[config.mk]
export PLATFORM = sky130hd
export DESIGN_NAME = sram_arbiter_flat
export DESIGN_NICKNAME = d
export VERILOG_FILES = /design/src/rtl/sram_arbiter_if.sv /design/src/rtl/sram_arbiter.sv /design/src/flat_wrapper.sv
export SDC_FILE = /design/constraint.sdc
export NUM_CORES = 1
export LEC_CHECK = 0
export ABC_AREA = 1
export CAP_MARGIN = 20
export CORE_MARGIN = 3
export CORE_UTILIZATION = 40
export DETAILED_ROUTE_END_ITERATION = 8
export PLACE_DENSITY = 0.81
export SETUP_SLACK_MARGIN = 0.05
export SLEW_MARGIN = 20
export SYNTH_ARGS = -nofsm -noshare
export SYNTH_HDL_FRONTEND = slang
export SYNTH_SLANG_ARGS = --single-unit
[constraint.sdc]
create_clock -name i_clk -period 1.8 [get_ports i_clk]
set_input_delay 0.36 -clock i_clk [delete_from_list [all_inputs] [get_ports i_clk]]
set_output_delay 0.36 -clock i_clk [all_outputs]
set_load 0.03 [all_outputs]
[src/rtl/sram_arbiter_if.sv]
// sram_arbiter_if
//   Bundles the requester-side handshakes and the SRAM pad-side signals of
//   sram_arbiter into one interface.
//   Modports:
//     slave  - used by the arbiter: i_* are inputs, o_* are outputs.
//     master - used by the surrounding logic (requesters + pad wrapper).
//   Signals:
//     i_rd_req/i_rd_addr[19:0]            read request, held until o_rd_gnt
//     o_rd_gnt, o_rd_valid, o_rd_data[15:0]
//     i_wr_req/i_wr_addr[19:0]/i_wr_data[15:0]/i_wr_be[1:0]
//     o_wr_gnt, o_busy
//     o_sram_addr[19:0], o_sram_dq_out[15:0], o_sram_dq_oe, i_sram_dq[15:0]
//     o_sram_ce_n, o_sram_oe_n, o_sram_we_n, o_sram_lb_n, o_sram_ub_n
interface sram_arbiter_if;
  logic        i_rd_req;
  logic [19:0] i_rd_addr;
  logic        o_rd_gnt;
  logic        o_rd_valid;
  logic [15:0] o_rd_data;
  logic        i_wr_req;
  logic [19:0] i_wr_addr;
  logic [15:0] i_wr_data;
  logic [1:0]  i_wr_be;
  logic        o_wr_gnt;
  logic        o_busy;
  logic [19:0] o_sram_addr;
  logic [15:0] o_sram_dq_out;
  logic        o_sram_dq_oe;
  logic [15:0] i_sram_dq;
  logic        o_sram_ce_n;
  logic        o_sram_oe_n;
  logic        o_sram_we_n;
  logic        o_sram_lb_n;
  logic        o_sram_ub_n;

  modport slave (
    input  i_rd_req, i_rd_addr, i_wr_req, i_wr_addr, i_wr_data, i_wr_be, i_sram_dq,
    output o_rd_gnt, o_rd_valid, o_rd_data, o_wr_gnt, o_busy,
           o_sram_addr, o_sram_dq_out, o_sram_dq_oe,
           o_sram_ce_n, o_sram_oe_n, o_sram_we_n, o_sram_lb_n, o_sram_ub_n
  );

  modport master (
    output i_rd_req, i_rd_addr, i_wr_req, i_wr_addr, i_wr_data, i_wr_be, i_sram_dq,
    input  o_rd_gnt, o_rd_valid, o_rd_data, o_wr_gnt, o_busy,
           o_sram_addr, o_sram_dq_out, o_sram_dq_oe,
           o_sram_ce_n, o_sram_oe_n, o_sram_we_n, o_sram_lb_n, o_sram_ub_n
  );
endinterface

[src/rtl/sram_arbiter.sv]
// sram_arbiter
//   Single-port controller for a 1M x 16 asynchronous SRAM shared between a
//   high-priority display read port and a low-priority asset-loader write
//   port. Arbitration happens only in IDLE; all SRAM control pins are
//   registered and sequenced by one FSM:
//     IDLE -> RD (READ_WAIT cycles) -> IDLE
//     IDLE -> WR_SETUP -> WR_PULSE (WRITE_WAIT cycles) -> WR_HOLD -> IDLE
//   Ports:
//     i_clk  system clock
//     i_rst  synchronous active-high reset
//     bus    sram_arbiter_if.slave (requester handshakes + SRAM pad signals)
//   Parameters: READ_WAIT (1..15), WRITE_WAIT (1..15), STARVE_MAX (1..255).
//   Optional feature: define SRAM_ARB_STARVE_GUARD_EN to let a waiting write
//   win after STARVE_MAX consecutive read grants. Without it reads have
//   strict priority and a write may starve.
module sram_arbiter #(
  parameter int READ_WAIT  = 1,
  parameter int WRITE_WAIT = 2,
  parameter int STARVE_MAX = 8
) (
  input  logic          i_clk,
  input  logic          i_rst,
  sram_arbiter_if.slave bus
);

  // Elaboration-time range checks on the configuration.
  if (READ_WAIT < 1 || READ_WAIT > 15) begin : g_bad_read_wait
    $error("sram_arbiter: READ_WAIT out of range 1..15");
  end
  if (WRITE_WAIT < 1 || WRITE_WAIT > 15) begin : g_bad_write_wait
    $error("sram_arbiter: WRITE_WAIT out of range 1..15");
  end
  if (STARVE_MAX < 1 || STARVE_MAX > 255) begin : g_bad_starve_max
    $error("sram_arbiter: STARVE_MAX out of range 1..255");
  end

  typedef enum logic [2:0] {IDLE, RD, WR_SETUP, WR_PULSE, WR_HOLD} state_t;

  state_t      state_reg;
  logic [3:0]  wait_reg;
  logic [19:0] addr_reg;
  logic [15:0] dq_out_reg;
  logic        dq_oe_reg;
  logic        ce_n_reg, oe_n_reg, we_n_reg, lb_n_reg, ub_n_reg;
  logic [15:0] rd_data_reg;
  logic        rd_valid_reg;

  logic idle;
  logic force_wr;
  logic rd_gnt;
  logic wr_gnt;

  assign idle = (state_reg == IDLE);

`ifdef SRAM_ARB_STARVE_GUARD_EN
  logic [7:0] starve_reg;

  // Counts read grants that overtook a waiting write; the write wins once
  // the count reaches STARVE_MAX.
  assign force_wr = (starve_reg == 8'(STARVE_MAX));

  always_ff @(posedge i_clk) begin
    if (i_rst) begin
      starve_reg <= 8'd0;
    end else if (wr_gnt) begin
      starve_reg <= 8'd0;
    end else if (rd_gnt && bus.i_wr_req) begin
      starve_reg <= starve_reg + 8'd1;
    end else if (idle && !bus.i_wr_req) begin
      starve_reg <= 8'd0;
    end
  end
`else
  assign force_wr = 1'b0;
`endif

  // Grants are combinational but masked during reset so a request held
  // across reset is only accepted once reset has been released.
  assign rd_gnt = idle && !i_rst && bus.i_rd_req && !(force_wr && bus.i_wr_req);
  assign wr_gnt = idle && !i_rst && bus.i_wr_req && (!bus.i_rd_req || force_wr);

  always_ff @(posedge i_clk) begin
    if (i_rst) begin
      state_reg    <= IDLE;
      wait_reg     <= 4'd0;
      addr_reg     <= 20'd0;
      dq_out_reg   <= 16'd0;
      dq_oe_reg    <= 1'b0;
      ce_n_reg     <= 1'b1;
      oe_n_reg     <= 1'b1;
      we_n_reg     <= 1'b1;
      lb_n_reg     <= 1'b1;
      ub_n_reg     <= 1'b1;
      rd_data_reg  <= 16'd0;
      rd_valid_reg <= 1'b0;
    end else begin
      rd_valid_reg <= 1'b0;
      case (state_reg)
        IDLE: begin
          if (rd_gnt) begin
            state_reg <= RD;
            addr_reg  <= bus.i_rd_addr;
            ce_n_reg  <= 1'b0;
            oe_n_reg  <= 1'b0;
            we_n_reg  <= 1'b1;
            lb_n_reg  <= 1'b0;
            ub_n_reg  <= 1'b0;
            dq_oe_reg <= 1'b0;
            wait_reg  <= 4'(READ_WAIT - 1);
          end else if (wr_gnt) begin
            state_reg  <= WR_SETUP;
            addr_reg   <= bus.i_wr_addr;
            dq_out_reg <= bus.i_wr_data;
            dq_oe_reg  <= 1'b1;
            ce_n_reg   <= 1'b0;
            oe_n_reg   <= 1'b1;
            we_n_reg   <= 1'b1;
            lb_n_reg   <= ~bus.i_wr_be[0];
            ub_n_reg   <= ~bus.i_wr_be[1];
          end
        end
        RD: begin
          // Data is captured on the edge ending the last wait cycle.
          if (wait_reg == 4'd0) begin
            rd_data_reg  <= bus.i_sram_dq;
            rd_valid_reg <= 1'b1;
            state_reg    <= IDLE;
            ce_n_reg     <= 1'b1;
            oe_n_reg     <= 1'b1;
            lb_n_reg     <= 1'b1;
            ub_n_reg     <= 1'b1;
          end else begin
            wait_reg <= wait_reg - 4'd1;
          end
        end
        WR_SETUP: begin
          state_reg <= WR_PULSE;
          we_n_reg  <= 1'b0;
          wait_reg  <= 4'(WRITE_WAIT - 1);
        end
        WR_PULSE: begin
          if (wait_reg == 4'd0) begin
            state_reg <= WR_HOLD;
            we_n_reg  <= 1'b1;
          end else begin
            wait_reg <= wait_reg - 4'd1;
          end
        end
        WR_HOLD: begin
          // Data stays driven one cycle past the WE_n rising edge.
          state_reg <= IDLE;
          ce_n_reg  <= 1'b1;
          lb_n_reg  <= 1'b1;
          ub_n_reg  <= 1'b1;
          dq_oe_reg <= 1'b0;
        end
        default: state_reg <= IDLE;
      endcase
    end
  end

  assign bus.o_rd_gnt      = rd_gnt;
  assign bus.o_wr_gnt      = wr_gnt;
  assign bus.o_busy        = !idle;
  assign bus.o_rd_valid    = rd_valid_reg;
  assign bus.o_rd_data     = rd_data_reg;
  assign bus.o_sram_addr   = addr_reg;
  assign bus.o_sram_dq_out = dq_out_reg;
  assign bus.o_sram_dq_oe  = dq_oe_reg;
  assign bus.o_sram_ce_n   = ce_n_reg;
  assign bus.o_sram_oe_n   = oe_n_reg;
  assign bus.o_sram_we_n   = we_n_reg;
  assign bus.o_sram_lb_n   = lb_n_reg;
  assign bus.o_sram_ub_n   = ub_n_reg;

endmodule

[src/flat_wrapper.sv]
// flat-port wrapper written by rule: the top's interface ports become plain ports
module sram_arbiter_flat 
#(
  parameter int READ_WAIT  = 1,
  parameter int WRITE_WAIT = 2,
  parameter int STARVE_MAX = 8
)
  (i_clk, i_rst, bus_i_rd_req, bus_i_rd_addr, bus_i_wr_req, bus_i_wr_addr, bus_i_wr_data, bus_i_wr_be, bus_i_sram_dq, bus_o_rd_gnt, bus_o_rd_valid, bus_o_rd_data, bus_o_wr_gnt, bus_o_busy, bus_o_sram_addr, bus_o_sram_dq_out, bus_o_sram_dq_oe, bus_o_sram_ce_n, bus_o_sram_oe_n, bus_o_sram_we_n, bus_o_sram_lb_n, bus_o_sram_ub_n);
  sram_arbiter_if bus_i ();
  input  logic i_clk;
  input  logic i_rst;
  input wire logic [$bits(bus_i.i_rd_req)-1:0] bus_i_rd_req;
  input wire logic [$bits(bus_i.i_rd_addr)-1:0] bus_i_rd_addr;
  input wire logic [$bits(bus_i.i_wr_req)-1:0] bus_i_wr_req;
  input wire logic [$bits(bus_i.i_wr_addr)-1:0] bus_i_wr_addr;
  input wire logic [$bits(bus_i.i_wr_data)-1:0] bus_i_wr_data;
  input wire logic [$bits(bus_i.i_wr_be)-1:0] bus_i_wr_be;
  input wire logic [$bits(bus_i.i_sram_dq)-1:0] bus_i_sram_dq;
  output wire logic [$bits(bus_i.o_rd_gnt)-1:0] bus_o_rd_gnt;
  output wire logic [$bits(bus_i.o_rd_valid)-1:0] bus_o_rd_valid;
  output wire logic [$bits(bus_i.o_rd_data)-1:0] bus_o_rd_data;
  output wire logic [$bits(bus_i.o_wr_gnt)-1:0] bus_o_wr_gnt;
  output wire logic [$bits(bus_i.o_busy)-1:0] bus_o_busy;
  output wire logic [$bits(bus_i.o_sram_addr)-1:0] bus_o_sram_addr;
  output wire logic [$bits(bus_i.o_sram_dq_out)-1:0] bus_o_sram_dq_out;
  output wire logic [$bits(bus_i.o_sram_dq_oe)-1:0] bus_o_sram_dq_oe;
  output wire logic [$bits(bus_i.o_sram_ce_n)-1:0] bus_o_sram_ce_n;
  output wire logic [$bits(bus_i.o_sram_oe_n)-1:0] bus_o_sram_oe_n;
  output wire logic [$bits(bus_i.o_sram_we_n)-1:0] bus_o_sram_we_n;
  output wire logic [$bits(bus_i.o_sram_lb_n)-1:0] bus_o_sram_lb_n;
  output wire logic [$bits(bus_i.o_sram_ub_n)-1:0] bus_o_sram_ub_n;
  assign bus_i.i_rd_req = bus_i_rd_req;
  assign bus_i.i_rd_addr = bus_i_rd_addr;
  assign bus_i.i_wr_req = bus_i_wr_req;
  assign bus_i.i_wr_addr = bus_i_wr_addr;
  assign bus_i.i_wr_data = bus_i_wr_data;
  assign bus_i.i_wr_be = bus_i_wr_be;
  assign bus_i.i_sram_dq = bus_i_sram_dq;
  assign bus_o_rd_gnt = bus_i.o_rd_gnt;
  assign bus_o_rd_valid = bus_i.o_rd_valid;
  assign bus_o_rd_data = bus_i.o_rd_data;
  assign bus_o_wr_gnt = bus_i.o_wr_gnt;
  assign bus_o_busy = bus_i.o_busy;
  assign bus_o_sram_addr = bus_i.o_sram_addr;
  assign bus_o_sram_dq_out = bus_i.o_sram_dq_out;
  assign bus_o_sram_dq_oe = bus_i.o_sram_dq_oe;
  assign bus_o_sram_ce_n = bus_i.o_sram_ce_n;
  assign bus_o_sram_oe_n = bus_i.o_sram_oe_n;
  assign bus_o_sram_we_n = bus_i.o_sram_we_n;
  assign bus_o_sram_lb_n = bus_i.o_sram_lb_n;
  assign bus_o_sram_ub_n = bus_i.o_sram_ub_n;
  sram_arbiter #(.READ_WAIT(READ_WAIT), .WRITE_WAIT(WRITE_WAIT), .STARVE_MAX(STARVE_MAX)) u_core (.i_clk(i_clk), .i_rst(i_rst), .bus(bus_i));
endmodule
* Word-level counts from Yosys, hierarchy flattened
Index checks and enable logic that the tools add are counted.
Storage, ports and cells: register bits 66, latch bits 0, memory bits (writable) 0, ROM bits 0, input bits 78, output and inout bits 62, memories 0
Operators by class: add/subtract/negate cells 1, $mul 0, div/mod/pow operators 0, order comparisons 0, equality and inequality tests 9, shift operators 0, multiplexer cells 27, bitwise operators 4, reduce and logical (&&, ||, !) cells 26
Operators with widths (number):
- $mux W20 | 2
- $reduce_and A3 Y1 | 6
- $mux W3 | 4
- $pmux W1 S3 | 4
- $pmux W3 S4 | 1
- $pmux W4 S3 | 1
- $mux W1 | 11
- $reduce_bool A3 Y1 | 3
- $mux W4 | 2
- $eq A3 B2 Y1 const B | 2
- $reduce_and A2 Y1 | 3
- $reduce_bool A2 Y1 | 3
- $logic_and A1 B1 Y1 | 4
- $logic_not A4 Y1 | 1
- $ne A2 B1 Y1 const B | 2
- $ne A2 B2 Y1 const B | 2
- $not A1 Y1 | 4
- $pmux W1 S2 | 2
- $reduce_or A2 Y1 | 2
- $sub A4 B1 Y4 const B | 1
- $eq A3 B1 Y1 const B | 1
- $eq A3 B3 Y1 const B | 1
- $logic_not A1 Y1 | 3
- $logic_not A3 Y1 | 1
- $ne A3 B3 Y1 const B | 1

* Logic depth before layout (Yosys ltp)
Gate-level depths: netlist (run 1).
word-level depth 7, depth in mapped cells 9, gate-level depth less buffers 9

* Least setup slack after synthesis (run 1)
No wires, ideal clock.
path kind in2reg, from in i_rst, to reg u_core.addr_reg[0] (netlist: u_core.bus.o_sram_addr[0]), data arrival time 1.339 ns, slack 0.327 ns, stages 7, path buffers 1, path through inv_1 nand4_4 inv_1 nor2_1 buf_4 nand2_1 a21oi_1
On the way: elaborated cells between the ends (all ways) 8
RTL lines:
- from (decl) | line flat_wrapper.sv:11 | input logic i_rst;
- $logic_not A1 Y1 (*) | line sram_arbiter.sv:79 | assign rd_gnt = idle && !i_rst && bus.i_rd_req && !(force_wr && bus.i_wr_req);
- $logic_and A1 B1 Y1 (*) (2 in series) | line sram_arbiter.sv:79
- via bus_o_rd_gnt | line flat_wrapper.sv:19 | output wire logic [$bits(bus_i.o_rd_gnt)-1:0] bus_o_rd_gnt;
- $reduce_bool A2 Y1 (no source line)
- $reduce_and A2 Y1 (no source line)
- to (signal assigned) | line sram_arbiter.sv:102 | addr_reg <= bus.i_rd_addr;
- to (signal assigned) | line sram_arbiter.sv:112 | addr_reg <= bus.i_wr_addr;
- to (decl) | line sram_arbiter.sv:41 | logic [19:0] addr_reg;
The timed path passes the listed nets; every way through them passes the cells marked *. A chain may end at the register's enable or synchronous reset.

* Worst setup path in the final report (run 1)
from reg u_core.state_reg[2], to out bus_o_wr_gnt
On the way: cells in the longest elaborated chain, start to end 4
Ends and longest elaborated chain:
- from (decl) | line sram_arbiter.sv:39 | state_t state_reg;
- from (signal assigned) | line sram_arbiter.sv:84 | state_reg <= IDLE;
- from (signal assigned) | line sram_arbiter.sv:101 | state_reg <= RD;
- from (signal assigned) | line sram_arbiter.sv:111 | state_reg <= WR_SETUP;
- $logic_not A3 Y1 | line sram_arbiter.sv:53 | assign idle = (state_reg == IDLE);
- $logic_and A1 B1 Y1 (3 in series) | line sram_arbiter.sv:80 | assign wr_gnt = idle && !i_rst && bus.i_wr_req && (!bus.i_rd_req || force_wr);
- to (decl) | line flat_wrapper.sv:22 | output wire logic [$bits(bus_i.o_wr_gnt)-1:0] bus_o_wr_gnt;
No other way between the ends.

==> results.yml, run 1 <==
power:
  p_clk_share_pct: 20.2
  powerDensity_nw_per_um2: 1380
  cellInternalPower_mw: 3.87
  sequentialPowerShare_pct: 31.7
  switching_share_pct: 40.4
  vdd_drop_max_mv: 0.875
  share_comb_of_total_power_pct: 48.1
  p_switching_mw: 2.62
  leakagePower_nw: 2.62
cells_and_area:
  area_growth_pct: 66.9
  fin_cells: 630
  utilization_pct: 71.3
  finish.instance_area_um2: 4710
  largest_register_ffs: 20
  drive_gt1_share_pct: 11.0
  diodes: 0
  nNetsFinal: 613
logic_synthesis:
  synthXorXnorAreaFrac_pct: 0.621
  synth_compound_area_share_pct: 19.2
  synth_top_area_share_pct: 46.8
  yosysTopAreaCell: "dfxtp_1"
  synth_top_family_by_area: "simple AND/OR/NAND/NOR gates"
  synthAdderAreaFrac_pct: 0.887
  yosysUniqueCellTypes: 27
  synthSimpleGateAreaFrac_pct: 22.8
  netlist_top_cells_area: "dfxtp_1 47%, nor2_1 10%, o21ai_0 9.2%"
  synthMuxAreaShare_pct: 0
  netlist_instances: 380
  syn_area_um2: 2820
  synth.avg_cell_area_um2: 7.42
  ys_warn_count: 0
  syn_nets: 460
  synth_seq_cells: 66
  yosysSeqAreaShare_pct: 46.8
sta:
  period_share_pct: 94.9
  setup_violations: 0
  hold_viol_final: 0
  finalCriticalPeriod_ps: 1710
  fmax_mhz: 585
  final-max-slew-violation-count: 0
  rsz0062_at_grt: "yes"
  worstMarginPinSlew_ps: 364
  timing.hold.ws_ps: 460
  relSlewSlack_pct: 75.7
  skew_ps: 5.46
min_path:
  hp-class: "reg -> reg"
clock_network:
  clk_pin_slew_ps: 70
  cts_max_level: 3
  clock_sinks: 66
  numCtsBuffers: 9
  clock_path_buffers: 2
  worstSkewPairLatency_ps: 330
  cts_tree: "yes"
  cts-root-buf: "clkbuf_8"
  cts_hold_buf: 0
worst_setup_path:
  cp_top_family: "simple AND/OR/NAND/NOR gates"
  critPathMaxFanout: 4
  rrSetupSlack_ps: 170
  cp_num_buf_inv: 1
  path_class: "reg -> out"
  crit_chain: "nor2_4, nand4_4, nor2_8, buf_6"
  cp_slowest_cell: "dfxtp_2"
  endpoint_kind: "primary output"
  required_ps: 1440
  max_stage_delay_ps: 350
  cp.arrival_ps: 1350
  start_kind: "register"
global_routing:
  grt_max_degree: 42
  track_usage_pct: 21.6
  grt-ovfl-total: 0
  grt_pass1_wl_um: 14200
  grt_pass1_vias: 2907
  antenna_found_initial: 0
placement:
  place_area_um2: 4360
  dp.cells: 610
  place.gp.congestion: 0.908
  dp_hpwl_um: 6320
  port_buffers: 139
die:
  fp.dieW_um: 90.0
  io_pins: 140
  rows: 29
  die_area_um2: 8100
  core_area_um2: 6600
  initial_core_util_pct: 42.7
  die-height_um: 90.0
drt:
  vias_per_cell: 4.83
  route.detailed.drc: 0
  wl_um: 8860
  antenna_left: 0
  routedWlPerCell_um: 14.1
  vias: 3042
  drtIter0Drc: 162
  dr.pass1.iters: 4
status:
  status: "complete, no violations"
flow_run:
  cap_violations: 0
metrics by stage:
stage | power (mW) | setup WS (ps) | TNS [ps]
4_1_cts | 6.55 | 48.7 | 0
5_1_grt | 6.89 | 28.9 | 0
3_5_place_dp | 5.22 | -148 | -2980
6_report | 6.49 | 91.2 | 0
2_1_floorplan | 3.98 | 327 | 0
3_3_place_gp | 5.15 | -90.2 | -1010
worst paths after layout:
check,start,to,depth (start not counted)
worst max register to register,u_core.state_reg[2],u_core.bus.o_sram_addr[3],7
worst max-delay path,u_core.state_reg[2],bus_o_wr_gnt,4
worst min register to register,u_core.bus.o_sram_ub_n,u_core.bus.o_sram_ub_n,2
worst min-delay path,u_core.bus.o_sram_ub_n,u_core.bus.o_sram_ub_n,2
area by class of cell:
cell class / instances / area, µm²
inverter: 41 / 159
tap: 93 / 116
clock buffer: 9 / 124
multi-input combinational: 254 / 1230
timing repair buffer: 161 / 1680
sequential: 66 / 1320
fill: 522 / 1890
clock inverter: 6 / 82.6
metal layers:
| metal | vias to the layer above | global-route usage (%) | wire [µm] |
|---|---|---|---|
| met4 | 0 | 7.14 | 74 |
| met2 | 127 | 35.8 | 4230 |
| met1 | 1385 | 26.4 | 3840 |
| met5 | - | 0 | 0 |
| li1 | 1524 | - | - |
| met3 | 6 | 7.18 | 711 |
power by group through the flow:
stage	logic (mW)	registers, mW	clock network [mW]
final	3.12	2.06	1.31
after global routing	3.39	2.10	1.40
after CTS	3.15	2.06	1.34
after detailed placement	3.13	2.09	0
after global placement	3.08	2.07	0
after floorplan	1.25	2.74	0
tightest hold or removal path, stage by stage (launching register included):
cell and delay [ps]:
dfxtp_1 330, nand2_1 50, nand3_1 50
synth_stat cells:
cell type and instances:
a21oi_1 22, a21oi_2 2, buf_2 1, buf_4 3
buf_6 4, clkbuf_1 10, clkbuf_2 1, dfxtp_1 66
ha_1 2, inv_1 37, inv_2 3, inv_4 1
nand2_1 44, nand2_2 2, nand3_1 10, nand4_1 4
nand4_4 2, nor2_1 77, nor2_2 3, nor2_4 1
nor2_8 1, nor3_1 2, o21a_1 1, o21ai_0 52
o21ai_1 26, o21ai_4 1, xor2_1 2
kinds of logic after synthesis:
group                    Yosys count
AND/OR/NAND/NOR                  146
AO/OA/AOI/OAI                    104
XOR/XNOR                           2
flip-flops                        66
buffers and inverters             60
adder cells (fa/ha/maj)            2
layout by cell type (no fill, tap or decap), drive strengths merged:
master	n
clkdlybuf4s50	90
nand4	6
dlygate4sd2	5
dlymetal6s2s	41
o21a	1
ha	2
inv	41
nand2	46
buf	24
dfxtp	66
clkinv	3
o21ai	79
clkbuf	10
bufinv	2
xor2	2
clkinvlp	1
a21oi	24
nor3	2
nand3	10
nor2	82
timing repair:
item	in CTS	in global routing
resized for setup	8	48
setup endpoints to repair	7	60
setup buffers	3	2
gates cloned	0	0
pin swaps	2	4
No activity file was read; power rests on OpenSTA's default activity.
==> run 2: changes to the inputs <==
--- a/config.mk
+++ b/config.mk
@@ -7,6 +7,7 @@
 export LEC_CHECK = 0
 export ABC_AREA = 1
 export CAP_MARGIN = 20
+export CORE_ASPECT_RATIO = 0.75
 export CORE_MARGIN = 3
 export CORE_UTILIZATION = 40
 export DETAILED_ROUTE_END_ITERATION = 8
==> run 2 against run 1 <==
Via count hardly changed; hold slack worse by 8.5 ps; cell count is 1.7% lower; final area is 0.69% lower.
==> results.yml, run 2 (synthesis results as in run 1) <==
status:
  status: "complete, no violations"
sta:
  fmax_mhz: 584
  hold_viol_final: 0
  finalSetupTns_ps: 0
  setup_violations: 0
  period_share_pct: 95.1
  fin_ws_ps: 88.9
  skew_ps: 11.7
  final-max-slew-violation-count: 0
  worstMarginPinSlew_ps: 354
  finalCriticalPeriod_ps: 1710
  relSlewSlack_pct: 76.4
  rsz0062_at_grt: "yes"
power:
  share_comb_of_total_power_pct: 48.8
  leakagePower_nw: 2.53
  p_switching_mw: 2.66
  cellInternalPower_mw: 3.78
  sequentialPowerShare_pct: 31.8
  vdd_drop_max_mv: 0.729
  switching_share_pct: 41.3
  p_clk_share_pct: 19.4
  powerDensity_nw_per_um2: 1380
die:
  initial_core_util_pct: 43.0
  fp.dieW_um: 103
  die-height_um: 78.7
  io_pins: 140
  rows: 25
  die_area_um2: 8110
  core_area_um2: 6570
cells_and_area:
  nNetsFinal: 613
  largest_register_ffs: 20
  layout_common_cells: "93 x clkdlybuf4s50_1, 77 x nor2_1, 65 x dfxtp_1, 52 x o21ai_0, 44 x nand2_1"
  diodes: 0
  fillers: 491
  final_common_cell: "clkdlybuf4s50_1"
  area_growth_pct: 65.8
  drive_gt1_share_pct: 10.8
placement:
  port_buffers: 139
  place.gp.congestion: 0.828
  preCtsSetupSlack_ps: -130
  dp_hpwl_um: 6390
drt:
  drtIter0Drc: 136
  routedWlPerCell_um: 14.1
  vias: 3039
  route.detailed.drc: 0
  wl_um: 8760
  dr.pass1.iters: 5
  vias_per_cell: 4.91
  antenna_left: 0
clock_network:
  cts_max_level: 3
  clock_sinks: 66
  clk_pin_slew_ps: 80
  worstSkewPairLatency_ps: 340
  cts-root-buf: "clkbuf_8"
  cts_tree: "yes"
  clock_path_buffers: 2
  cts_hold_buf: 0
  numCtsBuffers: 9
global_routing:
  antenna_found_initial: 0
  grt_pass1_vias: 2873
  grt_pass1_wl_um: 13500
  grt-ovfl-total: 0
  grt_max_degree: 36
  track_usage_pct: 21.2
worst_setup_path:
  cp_num_cells: 1
  start_kind: "register"
  r2r.worst_path.cells: 8
  endpoint_kind: "primary output"
  critPathMaxFanout: 2
  cp.arrival_ps: 1350
  cp_num_buf_inv: 1
  max_stage_delay_ps: 670
  cp_slowest_cell: "clkdlybuf4s50_1"
  required_ps: 1440
  path_class: "reg -> out"
  crit_chain: "clkdlybuf4s50_1"
  cp_top_family: "buffers and inverters"
flow_run:
  cap_violations: 0
min_path:
  min_delay_path_depth: 2
  hp-class: "reg -> reg"
## run 2: final timing paths
| check | start | end | slack [ps] |
|---|---|---|---|
| min | u_core.bus.o_sram_lb_n | u_core.bus.o_sram_lb_n | 450 |
| max | u_core.bus.o_sram_addr[6] | bus_o_sram_addr[6] | 90 |
| min reg2reg | u_core.bus.o_sram_lb_n | u_core.bus.o_sram_lb_n | 450 |
| max reg2reg | u_core.wait_reg[0] | u_core.bus.o_rd_data[8] | 180 |
## run 2: what timing repair did
action / in CTS / in global routing
pin swaps: 3 / 3
gates resized for setup: 10 / 43
setup buffers: 5 / 3
endpoints found under the setup margin: 9 / 56
## run 2: per-layer routing
metal  track usage, %  up-vias  wire [µm]
met3             6.76       12        699
met5                0        -          0
met4             6.86        0        119
met2             36.0      106       4410
met1             25.4     1387       3530
li1                 -     1534          -
## run 2: power by group through the flow
stage,clock network (mW),registers [mW],logic (mW)
finish,1.25,2.05,3.15
global route,1.34,2.10,3.41
CTS,1.28,2.06,3.15
detailed placement,0,2.09,3.12
global placement,0,2.07,3.06
floorplan,0,2.74,1.25
## run 2: area by class of cell
cell class | instances | area [µm²] | area share [%]
clock buffers | 11 | 141 | 3.02
repair buffers | 161 | 1660 | 35.5
well taps | 81 | 101 | 2.17
inverters | 41 | 159 | 3.40
flip-flops and latches | 66 | 1330 | 28.3
multi-input cells | 254 | 1230 | 26.3
clock inverters | 5 | 62.6 | 1.34
## run 2: metrics by stage
step	hold slack [ps]	cells	instance area [µm²]	utilization [%]	total power [mW]
after floorplan	469	380	2820	-	3.98
after global placement	444	595	4310	65.6	5.13
after detailed placement	444	595	4310	65.6	5.21
after CTS	463	616	4550	69.2	6.49
after global routing	484	619	4680	71.2	6.85
final	452	619	4680	71.2	6.44
## run 2: worst reg2reg max path: stages (launching register included)
cell and delay [ps]:
dfxtp_1 390, inv_1 90, ha_1 190, nand2_1 110, inv_1 90, nand2_2 270, inv_4 150, nor2_1 140
nor2_1 70
==> run 3: changes to the inputs <==
--- a/config.mk
+++ b/config.mk
@@ -11,6 +11,7 @@
 export CORE_MARGIN = 3
 export CORE_UTILIZATION = 40
 export DETAILED_ROUTE_END_ITERATION = 8
+export HOLD_SLACK_MARGIN = 0.05
 export PLACE_DENSITY = 0.81
 export SETUP_SLACK_MARGIN = 0.05
 export SLEW_MARGIN = 20
==> results of run 3 <==
No change in the layout: final DEF, timing and power equal those of run 2.
